`src/rtl/load_hazard_unit.sv`:
```
// ============================================================================
// Module   : load_hazard_unit
// Purpose  : ID-stage load-use hazard detector with a LOAD_LAT-deep pending-
//            load tracker; drives Stall/Bubble. Optional stall counter is
//            enabled by defining HAZARD_STALL_CNT_EN.
// Revision : 1.0 - initial release
// ============================================================================
`default_nettype none

module load_hazard_unit #(
    parameter int REG_W    = 5,
    parameter int LOAD_LAT = 1,
    parameter int CNT_W    = 16
) (
    input  logic             Clk,
    input  logic             Reset,
    input  logic             MemRead_EX,
    input  logic [REG_W-1:0] Rt_EX,
    input  logic             Valid_ID,
    input  logic [REG_W-1:0] Rs_ID,
    input  logic [REG_W-1:0] Rt_ID,
    input  logic             UsesRt_ID,
    output logic             Stall,
    output logic             Bubble,
    output logic [CNT_W-1:0] StallCount
);

    localparam int c_CHAIN_N = (LOAD_LAT > 1) ? LOAD_LAT - 1 : 1;

    function automatic logic src_match(input logic [REG_W-1:0] src,
                                       input logic [REG_W-1:0] dst);
        return (src != '0) && (src == dst);
    endfunction

    logic w_ex_hit;
    logic w_chain_hit;
    logic w_hazard;

    always_comb begin
        w_ex_hit = MemRead_EX &&
                   (src_match(Rs_ID, Rt_EX) || (UsesRt_ID && src_match(Rt_ID, Rt_EX)));
    end

    generate
        if (LOAD_LAT > 1) begin : g_chain
            logic [c_CHAIN_N-1:0] vld_q;
            logic [c_CHAIN_N-1:0] vld_d;
            logic [REG_W-1:0]     dst_q [c_CHAIN_N];
            logic [REG_W-1:0]     dst_d [c_CHAIN_N];

            // The chain shifts every cycle, stall or not: loads past ID keep moving.
            always_comb begin
                vld_d[0] = MemRead_EX && (Rt_EX != '0);
                dst_d[0] = Rt_EX;
                for (int k = 1; k < c_CHAIN_N; k++) begin
                    vld_d[k] = vld_q[k-1];
                    dst_d[k] = dst_q[k-1];
                end
            end

            always_ff @(posedge Clk) begin
                if (Reset) begin
                    vld_q <= '0;
                    for (int k = 0; k < c_CHAIN_N; k++) begin
                        dst_q[k] <= '0;
                    end
                end else begin
                    vld_q <= vld_d;
                    dst_q <= dst_d;
                end
            end

            always_comb begin
                w_chain_hit = 1'b0;
                for (int k = 0; k < c_CHAIN_N; k++) begin
                    if (vld_q[k] && (src_match(Rs_ID, dst_q[k]) ||
                                     (UsesRt_ID && src_match(Rt_ID, dst_q[k])))) begin
                        w_chain_hit = 1'b1;
                    end
                end
            end
        end else begin : g_no_chain
            logic unused_clk;
            assign unused_clk  = Clk;
            assign w_chain_hit = 1'b0;
        end
    endgenerate

    assign w_hazard = Valid_ID && (w_ex_hit || w_chain_hit);
    assign Stall    = w_hazard || Reset;
    assign Bubble   = w_hazard || Reset;

`ifdef HAZARD_STALL_CNT_EN
    logic [CNT_W-1:0] cnt_q;
    logic [CNT_W-1:0] cnt_d;

    // Saturates at all-ones rather than wrapping.
    always_comb begin
        cnt_d = cnt_q;
        if (Stall && (cnt_q != {CNT_W{1'b1}})) begin
            cnt_d = cnt_q + 1'b1;
        end
    end

    always_ff @(posedge Clk) begin
        if (Reset) begin
            cnt_q <= '0;
        end else begin
            cnt_q <= cnt_d;
        end
    end

    assign StallCount = cnt_q;
`else
    assign StallCount = '0;
`endif

endmodule

`default_nettype wire
```
`config.mk`:
```
export PLATFORM = sky130hd
export DESIGN_NAME = load_hazard_unit
export DESIGN_NICKNAME = d
export VERILOG_FILES = /design/src/rtl/load_hazard_unit.sv
export SDC_FILE = /design/constraint.sdc
export NUM_CORES = 1
export LEC_CHECK = 0
export ABC_AREA = 1
export CAP_MARGIN = 20
export CORE_AREA = 2 2 39 41
export DETAILED_ROUTE_END_ITERATION = 8
export DIE_AREA = 0 0 41 43
export DONT_BUFFER_PORTS = 1
export PLACE_DENSITY_LB_ADDON = 0.15
export SYNTH_ARGS = -nofsm -noshare
export SYNTH_HDL_FRONTEND = slang
export SYNTH_SLANG_ARGS = --single-unit
```
`constraint.sdc`:
```
create_clock -name vclk -period 0.95
set_input_delay 0.19 -clock vclk [all_inputs]
set_output_delay 0.19 -clock vclk [all_outputs]
set_load 0.01 [all_outputs]
```
-- Word-level counts from Yosys, hierarchy flattened
Index checks and enable logic that the tools add are counted.
- add/sub/neg operators: 0
- multiply operators: 0
- divide/modulo/power cells: 0
- order comparisons: 0
- equality and inequality tests: 2
- shifts and indexed selects: 0
- multiplexer cells: 0
- bitwise logic cells: 0
- reduce and logical (&&, ||, !) cells: 9
- operator list (kind ; number):
    == test 5 bit ; 2
    nonzero test 5 bit ; 2
    logical AND 1 bit ; 5
    logical OR 1 bit ; 2
- flip-flop bits (word level): 0
- latch bits: 0
- bits in writable memories: 0
- bits in read-only memories: 0
- input port bits: 20
- output and inout bits: 18
- word-level logic and storage cells: 11
- memories: 0

-- Depth between registers and ports, before layout
Gate-level depths: netlist (run 1).
- depth in word-level cells: 7
- gate-level depth with buffers: 10
- mapped depth without buffers: 9

-- Least setup slack after synthesis (run 1)
Ideal clock, no wire load.
- kind: input to output
- from: input Rs_ID[2]
- to: output Stall
- arrival time: 0.857 ns
- required time: 0.760 ns
- slack: -0.097 ns
- stages: 7
- path buffers: 1
- path through: xor2_1 -> nor2_1 -> nand3_2 -> nand2_1 -> nand2_1 -> nand2_1 -> buf_4
- cells in the longest elaborated chain, start to end: 6
- elaborated cells on any way between the ends: 7
- classes of those cells: eq/ne (1); reduce/logical (6)
- ends and longest elaborated chain (element ; RTL line ; RTL):
    from (decl) ; 20 ; input logic [REG_W-1:0] Rs_ID,
    == test 5 bit or nonzero test 5 bit (tied branches) ; 32 ; return (src != '0) && (src == dst);
    logical AND 1 bit (*) ; 32 ;
    logical OR 1 bit (*) ; 41 ; (src_match(Rs_ID, Rt_EX) || (UsesRt_ID && src_match(Rt_ID, Rt_EX)));
    logical AND 1 bit (*) ; 40 ; w_ex_hit = MemRead_EX &&
    logical AND 1 bit (*) ; 89 ; assign w_hazard = Valid_ID && (w_ex_hit || w_chain_hit);
    logical OR 1 bit (*) ; - ;
    to (decl) ; 23 ; output logic Stall,
Mark *: on every way between the ends. The rest lies on a longest branch, timed or not.

-- Final worst setup path (run 1)
- from: input Rs_ID[3]
- to: output Stall
The elaborated chain is that of the path after synthesis.

==> summary.txt, run 1 <==
Status
  – Run status: finished, violations left
  – Failing checks: negative setup slack

Routing
  – # DRC: 0
  – Initial DRC Count: 0
  – Avg WL per Cell: about 7.7 um
  – Remaining antenna violation count after routing: 0
  – Drt pass-1 iters: 1
  – DRT Wirelength: around 600 um
  – Routed vias: 280
  – Via-to-Cell Ratio: 3.54

Global routing
  – First-pass GRT wire length: approximately 860 um
  – Initial antenna violation count: 0
  – Pin count of the biggest net entering global routing: 5
  – GRT overflow: 0
  – GRT Total Usage: roughly 6.5%
  – Vias in the first global route: about 240

Worst setup path
  – Slowest-stage cell, CP: xor2_1
  – Max FO, Critical Path: 2
  – Worst path most repeated cell: nand2_1
  – Startpoint types: primary input
  – Setup CP Type: primary input to output pin
  – Cell Chain, Critical Path: xor2_1 > nor2_1 > nand3_2 > nand2_1 > nand2_1 > nand2_2
  – Crit end category: output pin
  – Data arrival, critical path: 770 ps
  – Slowest stage delay, CP: about 140 ps
  – Worst EP required: ~760 ps

STA
  – Crit path time final: approximately 960 ps
  – RSZ-0062 raised after global routing: yes
  – Fmax: ~1000 MHz
  – Final Max Slew Viols: 0
  – Fin crit share: 101%
  – Final Hold Vio Count: 0
  – Worst setup margin: -10.3 ps
  – Final setup fails: 2

Die
  – Core area: approximately 0.0014 mm^2
  – Die Ht: 43 um
  – Die W: about 40 um
  – Io pins: 38
  – Die ar.: roughly 0.0018 mm^2
  – Site Rows: 14
  – Starting density of the core: 24.6%

Layout
  – N_diodes: 0
  – # clk buffers: 0
  – Share of cells above drive strength 1: 20.6%
  – Final instance area: between 300 and 400 um^2
  – Fill cells: ~190
  – Most common cell after layout, fill and taps aside: conb_1
  – Layout area overhead: -7.35%
  – Most frequent cells in the layout: conb_1 (16), nand2_1 (15), nor2_1 (7)
  – Num sequential: 0
  – Register area: 0 um^2
  – Nets: 85
  – Post-route insts no fill: a little under 80

Placement
  – GPL Wtd Cong: 0.682
  – Input/output buffers: 0
  – Hpwl dp: around 560 um
  – Placed cell area: around 290 um^2
  – Placed Cells incl. Taps: between 70 and 80

Logic synthesis
  – Part of the Yosys area used for sequential elements: 0%
  – Mapped Area: 340 um^2
  – Mapped Avg Cell Area: around 5.2 um^2
  – Cell count after synthesis: 65
  – Cell variety after synth: 11
  – Number of warnings issued by yosys: 0

CTS
  – CTS Hold Buffers Added: 0
  – Setup bufs post-CTS: 0

Flow run
  – Max-Cap Viols: 0

Power and ir drop
  – Cell leakage power: 0.194 nW
  – Worst vdd ir: slightly above 0.06 mV
  – Power per cell area: around 330 mW/mm^2

Hold path
  – Worst hold path type: primary input to output pin
-- final cells by class --
class | count | area (um^2) | share of cell area (%)
multi-input combinational | 53 | 250 | 79.4
inverter | 10 | 45.0 | 14.3
tap | 16 | 20.0 | 6.35
-- timing repair --
item                       in CTS  in global routing
resized for setup               1                 12
setup endpoints to repair       2                  2
hold endpoints to repair        0                  0
pin swaps                       2                  2
-- critical path, delay by kind of cell --
family | cells | cell delay, ps
xor gates and xnor gates | 1 | 140
and+or+nand+nor | 5 | 450
-- cells in the mapped netlist (all sizes together) --
| master | number | share of area (%) |
|---|---|---|
| nand2 | 19 | 21 |
| buf | 17 | 37 |
| inv | 10 | 11 |
| nor2 | 9 | 9.9 |
| xor2 | 4 | 10 |
| nand3 | 3 | 5.9 |
| a21oi | 1 | 1.5 |
| conb | 1 | 1.1 |
| o22ai | 1 | 1.8 |
-- through the flow --
step | setup TNS (ps) | utilization, % | total power, W | setup WS, ps | hold WS, ps
2_1_floorplan | -64.5 | - | 0.000139 | -64.5 | 486
3_3_place_gp | -81.4 | 21.1 | 0.0000928 | -40.7 | 516
3_5_place_dp | -79.6 | 21.1 | 0.0000932 | -39.8 | 518
4_1_cts | -50.8 | 21.1 | 0.0000940 | -25.4 | 518
5_1_grt | -150 | 22.8 | 0.000120 | -75.1 | 539
6_report | -20.6 | 22.8 | 0.000104 | -10.3 | 517
-- kinds of logic (layout without fill, tap and decap cells) --
| logic type | Yosys count | in the layout | share of synthesized area [%] |
|---|---|---|---|
| AOI/OAI and AO/OA | 2 | 2 | 3.31 |
| xor gates and xnor gates | 4 | 4 | 10.3 |
| buffers and inverters | 27 | 10 | 48.5 |
| and+or+nand+nor | 31 | 31 | 36.8 |
| other | 1 | 16 | 1.10 |
-- power by group --
| group | total [W] | leakage [nW] | switching (W) | internal [W] |
|---|---|---|---|---|
| combinational | 0.000104 | 0.194 | 0.0000683 | 0.0000357 |
| sequential | 0 | 0 | 0 | 0 |
| clock | 0 | 0 | 0 | 0 |
-- layer usage --
| layer | GRT usage (%) | vias to the layer above | wire length, um |
|---|---|---|---|
| met3 | 1.57 | 0 | 104 |
| li1 | - | 153 | - |
| met4 | 0 | 0 | 0 |
| met2 | 11.3 | 17 | 298 |
| met1 | 8.23 | 110 | 203 |
| met5 | 0 | - | 0 |
-- path summary, 6_finish.rpt --
| path | from | to | slack, ps | depth (start not counted) |
|---|---|---|---|---|
| min | Reset | Bubble | 520 | 2 |
| max | Rs_ID[3] | Stall | -10 | 6 |
(Power assumes the default switching activity.)
==> inputs of run 2 (changes only) <==
Settings changed: SLEW_MARGIN set to 20.
==> results of run 2 <==
No change in the layout: final DEF, timing and power equal those of run 1.
